===== config.mk =====
export PLATFORM = sky130hd
export DESIGN_NAME = cnn_mac_acc_relu
export DESIGN_NICKNAME = d
export VERILOG_FILES = /design/src/rtl/cnn_mac_acc_relu.sv
export SDC_FILE = /design/constraint.sdc
export NUM_CORES = 1
export LEC_CHECK = 0
export BUFFER_PORTS_ARGS = -buffer_cell sky130_fd_sc_hd__buf_2
export CORE_UTILIZATION = 63
export CTS_BUF_LIST = sky130_fd_sc_hd__clkbuf_4
export CTS_CLUSTER_DIAMETER = 50
export CTS_CLUSTER_SIZE = 28
export DETAILED_ROUTE_END_ITERATION = 10
export PLACE_DENSITY = 0.84
export SLEW_MARGIN = 20
export SYNTH_ARGS = -nofsm -noshare
export SYNTH_HDL_FRONTEND = slang
export SYNTH_SLANG_ARGS = --single-unit

===== constraint.sdc =====
create_clock -name ap_clk -period 3.66 [get_ports ap_clk]
set_input_delay 0.366 -clock ap_clk [delete_from_list [all_inputs] [get_ports ap_clk]]
set_output_delay 0.366 -clock ap_clk [all_outputs]
set_load 0.02 [all_outputs]

===== src/rtl/cnn_mac_acc_relu.sv =====
// Accumulates signed products over one kernel window, adds the channel bias,
// requantizes with a rounding shift, applies ReLU/saturation and emits one activation.
module cnn_mac_acc_relu #(
  parameter int PROD_WIDTH = 22,
  parameter int ACC_WIDTH  = 32,
  parameter int BIAS_WIDTH = 16,
  parameter int OUT_WIDTH  = 8,
  parameter int SHIFT      = 8,
  parameter int KERNEL_LEN = 25
) (
  input  logic                         ap_clk,
  input  logic                         ap_rst,
  input  logic signed [PROD_WIDTH-1:0] in_prod,
  input  logic                         in_valid,
  input  logic                         in_last,
  output logic                         in_ready,
  input  logic signed [BIAS_WIDTH-1:0] bias,
  output logic        [OUT_WIDTH-1:0]  out_data,
  output logic                         out_valid,
  input  logic                         out_ready,
  output logic                         len_err,
  output logic                         acc_ovf
);

  localparam int CNT_W = $clog2(KERNEL_LEN + 1);
  localparam int SW    = ACC_WIDTH + 2;

  localparam logic signed [ACC_WIDTH-1:0] ACC_MAX = {1'b0, {(ACC_WIDTH-1){1'b1}}};
  localparam logic signed [ACC_WIDTH-1:0] ACC_MIN = {1'b1, {(ACC_WIDTH-1){1'b0}}};
  localparam logic signed [SW-1:0]        RND     = SW'(64'sd1 << (SHIFT - 1));
  localparam logic signed [SW-1:0]        OUT_MAX = SW'((64'sd1 << (OUT_WIDTH - 1)) - 64'sd1);

  typedef enum logic [1:0] {S_ACC, S_POST, S_OUT} state_t;

  state_t                        state;
  logic signed [ACC_WIDTH-1:0]   acc;
  logic        [CNT_W-1:0]       beat_cnt;

  logic signed [ACC_WIDTH:0]     acc_sum;
  logic signed [ACC_WIDTH-1:0]   acc_next;
  logic                          acc_clamp;
  logic                          len_bad;
  logic signed [SW-1:0]          s_ext;
  logic signed [SW-1:0]          rnd;
  logic signed [SW-1:0]          shifted;
  logic        [OUT_WIDTH-1:0]   act;

  assign in_ready = (state == S_ACC) && !ap_rst;

  // One guard bit is enough to detect overflow of a single product add.
  always_comb begin
    acc_sum   = {acc[ACC_WIDTH-1], acc}
              + {{(ACC_WIDTH+1-PROD_WIDTH){in_prod[PROD_WIDTH-1]}}, in_prod};
    acc_clamp = acc_sum[ACC_WIDTH] != acc_sum[ACC_WIDTH-1];
    acc_next  = acc_sum[ACC_WIDTH-1:0];
    if (acc_clamp) begin
      acc_next = acc_sum[ACC_WIDTH] ? ACC_MIN : ACC_MAX;
    end
    len_bad = ({1'b0, beat_cnt} + (CNT_W+1)'(1)) != (CNT_W+1)'(KERNEL_LEN);
  end

  // Two extra bits keep bias add and rounding offset free of overflow.
  always_comb begin
    s_ext   = {{2{acc[ACC_WIDTH-1]}}, acc}
            + {{(SW-BIAS_WIDTH){bias[BIAS_WIDTH-1]}}, bias};
    rnd     = s_ext + RND;
    shifted = rnd >>> SHIFT;
    if (shifted[SW-1]) begin
      act = '0;
    end else if (shifted > OUT_MAX) begin
      act = OUT_MAX[OUT_WIDTH-1:0];
    end else begin
      act = shifted[OUT_WIDTH-1:0];
    end
  end

  always_ff @(posedge ap_clk) begin
    if (ap_rst) begin
      state     <= S_ACC;
      acc       <= '0;
      beat_cnt  <= '0;
      out_data  <= '0;
      out_valid <= 1'b0;
      len_err   <= 1'b0;
      acc_ovf   <= 1'b0;
    end else begin
      case (state)
        S_ACC: begin
          if (in_valid) begin
            acc <= acc_next;
            if (acc_clamp) acc_ovf <= 1'b1;
            if (beat_cnt != {CNT_W{1'b1}}) beat_cnt <= beat_cnt + CNT_W'(1);
            if (in_last) begin
              state <= S_POST;
              if (len_bad) len_err <= 1'b1;
            end
          end
        end
        S_POST: begin
          out_data  <= act;
          out_valid <= 1'b1;
          state     <= S_OUT;
        end
        S_OUT: begin
          if (out_ready) begin
            out_valid <= 1'b0;
            acc       <= '0;
            beat_cnt  <= '0;
            state     <= S_ACC;
          end
        end
        default: state <= S_ACC;
      endcase
    end
  end

endmodule


# [After elaboration in Yosys (flattened, before gate mapping)]
# Cells that the tools add are included.
[op_classes] add_sub_neg=5 multipliers=0 n_div=0 magnitude_cmp=1 n_eq_ne=9 n_shift=0 muxes=17 bitwise_logic=0 n_reduce_logical=11
[ops] op="$mux W32" count=4
[ops] op="$pmux W32 S2" count=1
[ops] op="$add A33 B9 Y34 const B" count=1
[ops] op="$add A32 B16 Y33" count=1
[ops] op="$add A32 B22 Y33" count=1
[ops] op="$gt A26 B8 Y1 const B" count=1
[ops] op="$mux W8" count=2
[ops] op="$mux W5" count=3
[ops] op="$pmux W5 S2" count=1
[ops] op="$reduce_and A3 Y1" count=3
[ops] op="$reduce_and A4 Y1" count=2
[ops] op="$add A5 B1 Y6 const B" count=1
[ops] op="$mux W2" count=3
[ops] op="$ne A2 B2 Y1 const B" count=3
[ops] op="$ne A6 B5 Y1 const B" count=1
[ops] op="$pmux W2 S3" count=1
[ops] op="$add A5 B1 Y5 const B" count=1
[ops] op="$ne A5 B5 Y1 const B" count=1
[ops] op="$reduce_bool A2 Y1" count=2
[ops] op="$eq A2 B1 Y1 const B" count=1
[ops] op="$eq A2 B2 Y1 const B" count=1
[ops] op="$logic_not A2 Y1" count=1
[ops] op="$ne A2 B1 Y1 const B" count=1
[ops] op="$pmux W1 S2" count=1
[ops] op="5 further kinds" count=5
[word_totals] reg_bits=50 latch_bits=0 ramBits=0 romBits=0 inputBits=43 out_inout_bits=12 word_cells=50 n_memories=0

# [Longest topological paths before layout]
[logic_depth] word_depth=5 depth_mapped=13 ltp_nobuf=13

# [Worst setup path after synthesis]
# No wires, ideal clock.
[synth_timing] kind="input to register" from="in bias[14]" to="reg out_data[0]" setup_time_ps=122 t_arrival_ps=2988 t_required_ps=3538 slack_ps=550 path_stages=12 path_cell_list="ha_1 ha_1 buf_2 nand3_1 o32ai_1 nor2_1 o31ai_1 xnor2_1 o2111ai_1 nor4_1 a41oi_1 a221o_1"
[synth_between] elab_chain_len=5
[synth_lines] element="start, declared" line_no="17" text="input logic signed [BIAS_WIDTH-1:0] bias,"
[synth_lines] element="$add A32 B16 Y33 *" line_no="65" text="+ {{(SW-BIAS_WIDTH){bias[BIAS_WIDTH-1]}}, bias};"
[synth_lines] element="$add A33 B9 Y34 *" line_no="66" text="rnd = s_ext + RND;"
[synth_lines] element="$gt A26 B8 Y1" line_no="70" text="end else if (shifted > OUT_MAX) begin"
[synth_lines] element="$mux W8" line_no="70"
[synth_lines] element="$mux W8 *" line_no="68" text="if (shifted[SW-1]) begin"
[synth_lines] element="end signal, assigned" line_no="100" text="out_data <= act;"
[synth_lines] element="end, declared" line_no="18" text="output logic [OUT_WIDTH-1:0] out_data,"
# Mark *: on every way between the ends. The rest lies on a longest branch, timed or not.
# A chain may end at the register's enable or synchronous reset.

# [Worst setup path after layout]
[layout_timing] from="reg acc[17]" to="reg out_data[1]"
[layout_between] elab_chain_len=5
[layout_lines] element="start, declared" line_no="36" text="logic signed [ACC_WIDTH-1:0] acc;"
[layout_lines] element="start signal, assigned" line_no="90" text="acc <= acc_next;"
[layout_lines] element="$add A32 B16 Y33 *" line_no="65"
[layout_lines] element="$add A33 B9 Y34 *" line_no="66"
[layout_lines] element="$gt A26 B8 Y1" line_no="70"
[layout_lines] element="$mux W8" line_no="70"
[layout_lines] element="$mux W8 *" line_no="68"
# Marks and branches as above.

==> results.md <==
- Number of global-route vias before repair: 5510
- Worst-path cell with the longest stage delay: dfxtp_1
- # hold bufs at CTS: 0
- Layout overhead on the synthesized area: 11.58%
- Clock tree from TritonCTS: built
- Ant diodes: 0
- Final HPWL from detailed placement: 12240 µm
- Wirelength, routed: 15740 µm
- Floorplan die height: 96.71 µm
- Number of flip-flops and latches in the synthesized netlist: 50
- Violation count after the first detailed-route iteration: about 400
- Gr ovfl total: 0
- Mean area per synthesized cell: roughly 7.7 µm²
- Pwr per Cell Area: between 500 and 600 nW/µm²
- Max-cap violation count: 0
- Worst path cell trace: ha_1 > ha_1 > a21oi_1 > o21bai_1 > a21oi_1 > o22ai_1 > a2111oi_0 > o2111ai_1 > nor4_2 > a41oi_2 > buf_4 > a221o_1
- Number of library cell types mapped by synthesis: 67
- Instance count of the mapped netlist: between 700 and 800
- Crit start category: flop
- Largest net degree at the start of global routing: 23
- Synthesized area: about 5700 µm²
- Clock buffer count from CTS: 5
- Post-synthesis sequential area ratio: between 10% and 20%
- Leakage power: slightly below 3 nW
- Fin crit share: a little over nine tenths
- Largest voltage drop on the vdd net: about 0.00029 V
- Share of final-layout standard cells stronger than drive strength 1: roughly 15%
- Final standard cell utilization of the core: 72.30%
- Path type of the worst min-delay path: primary input to flop
- Status: finished clean
- Setup repair after global routing missed its margin: false
- Setup Crit Path Kind: flop to flop
- Slew @ Worst Pin: roughly 840 ps
- Net count reported at finish: 939
- Number of rows in the core area: 34
- EDFF count, synth: 0
- Data required time at the worst endpoint: ~4000 ps
- Total number of H-tree levels: 2
- Final Max Slew Viols: 0
- Post-route DRC: 0
- Endpoint kind of the worst setup timing path: flop
- Floorplan die width: 96.71 µm
- Number of hold violations in the final report: 0
- I/O Pins: 55
- Port bufs: 54
- Ys async rst share: 0%
- RD Place Congestion: 1.024
- Worst-path maximum fanout: 7
- Dominant delay contributor by cell family on the critical path: compound AO/OA/AOI/OAI gates
- Number of search-and-repair iterations in the first detailed-routing pass: 5
- Detail-routed via count per cell: around 6.5
- Total power: about 3.6 mW
- Critical path buffer and inverter count: 1
- Wire length of the first global-routing pass: between 20000 and 30000 µm
- Core Region: just under 9000 µm²
- Number of antenna violations at the first check in global routing: 0
- Clock skew: just under 30 ps
- Clock latency on the worst-skew pair: between 300 and 400 ps
- Area after DPL: approximately 6200 µm²
- Synthesized net count: between 800 and 900
- Maximum achievable frequency: approximately 290 MHz
- Clock transition at the registers of the reported paths: 170 ps
- Largest stage delay on the critical path: between 400 and 500 ps
- Final Setup Violations: 0
- Post-synth top flop: dfxtp_1
- Critical path data arrival time: 3760 ps
- ANT nets after route: 0
- Total vias in the final route: slightly below 6k
- Tightest slew margin relative to the limit: 44.12%
- Post-route cell area: between 6000 and 7000 µm²
- GRT Resource Usage Total: between 30% and 40%
- Die area: 9352 µm²
- Starting density of the core: 64.79%
- Clock tree sinks: 50
- Minimum clock period after layout: between 3000 and 4000 ps
- CTS root buf: clkbuf_4
- DR WL/cell: ~17 µm
- Buffer depth of the longest clock path: 2
- Count of warnings emitted by yosys: 0
[state kept, by name, summed over array words and instances (netlist names)]
| name | flops |
|---|---|
| acc | 32 |
| out_data | 8 |
| state | 2 |
| beat_cnt | 5 |
| out_valid | 1 |
| len_err | 1 |
| acc_ovf | 1 |
[timing repair]
action	4_1_cts	5_1_grt
gates resized for setup	0	12
setup buffers	0	1
endpoints found under the setup margin	0	7
hold endpoints to repair	0	0
[Yosys cell counts (6+ instances only)]
master    count  area share, %
ha_1         97             21
nand2_1      78            5.2
a21oi_1      75            6.6
nor2_1       61            4.1
o21ai_0      55            4.9
dfxtp_1      50             18
inv_1        26            1.7
xnor2_1      26            4.0
a21o_1       23            3.1
nand3_1      18            1.6
clkbuf_1     15            1.0
xor2_1       15            2.3
o21ai_1      13            1.2
a211oi_1     12            1.6
o21a_1       11            1.5
and3_1       10            1.1
nand4_1      10            1.1
o211ai_1     10            1.3
nor3_1        9           0.80
a31oi_1       8           0.89
a221o_1       7            1.2
nand2b_1      7           0.77
nor2b_1       6           0.66
o31ai_1       6           0.80
[logic make-up after synthesis]
group                      Yosys count  synth area share, %
DFF                                 50                17.71
and+or+nand+nor                    224                18.40
xor gates and xnor gates            42                6.643
adders and majority gates           98                21.83
AOI/OAI and AO/OA                  267                30.98
buffers and inverters               47                3.299
muxes                                6                1.129
[stage by stage]
| stage | instances | hold slack, ps | worst slack (ps) | TNS [ps] |
|---|---|---|---|---|
| 2_1_floorplan | 734 | 436.2 | 549.9 | 0 |
| 3_3_place_gp | 898 | 440.3 | 26.05 | 0 |
| 3_5_place_dp | 898 | 445.6 | -52.87 | -272.5 |
| 4_1_cts | 906 | 211.7 | 86.81 | 0 |
| 5_1_grt | 907 | 218.4 | 1.296 | 0 |
| 6_report | 907 | 227.3 | 192.6 | 0 |
[area by class of cell]
type	count	area (µm²)
multi-input cells	637	4524
inverters	26	97.59
fillers	687	2416
repair buffers	78	462.9
clock buffers	6	45.04
clock inverters	2	37.54
well taps	108	135.1
flip-flops and latches	50	1002
[metal layers]
| metal | track usage, % | wire, µm |
|---|---|---|
| met1 | 41.30 | 6813 |
| met2 | 56.07 | 7465 |
| met3 | 3.902 | 1022 |
| met4 | 12.06 | 434 |
| met5 | 0 | 0 |
[worst reg2reg max path, delay by kind of cell (launching register included)]
family | cells | cell delay [ps]
AO/OA/AOI/OAI | 8 | 1780
adder cells (fa/ha/maj) | 2 | 630
buffers and inverters | 1 | 190
flip-flops | 1 | 440
AND/OR/NAND/NOR | 1 | 320
[where the power goes]
group / internal, mW / leakage (nW) / total [mW] / switching (mW)
clock network: 0.152 / 0.0419 / 0.349 / 0.198
logic: 1.06 / 2.51 / 2.51 / 1.45
registers: 0.654 / 0.411 / 0.762 / 0.108
total: 1.87 / 2.96 / 3.62 / 1.75
[final timing paths]
| path | startpoint | end | slack (ps) | cells after the start |
|---|---|---|---|---|
| setup / recovery | acc[17] | out_data[1] | 190 | 12 |
| hold / removal | in_last | state[0] | 230 | 2 |
| setup reg to reg | acc[17] | out_data[1] | 190 | 12 |
| hold reg to reg | out_data[7] | out_data[7] | 480 | 1 |
[cells in the final DEF (no fill, tap or decap), types with 26 or more instances in the layout]
master,count
xnor2_1,26
nand2_1,78
buf_2,54
inv_1,26
ha_1,97
nor2_1,61
dfxtp_1,49
a21oi_1,72
o21ai_0,54
Note: power is estimated with default switching activity, not from simulation.
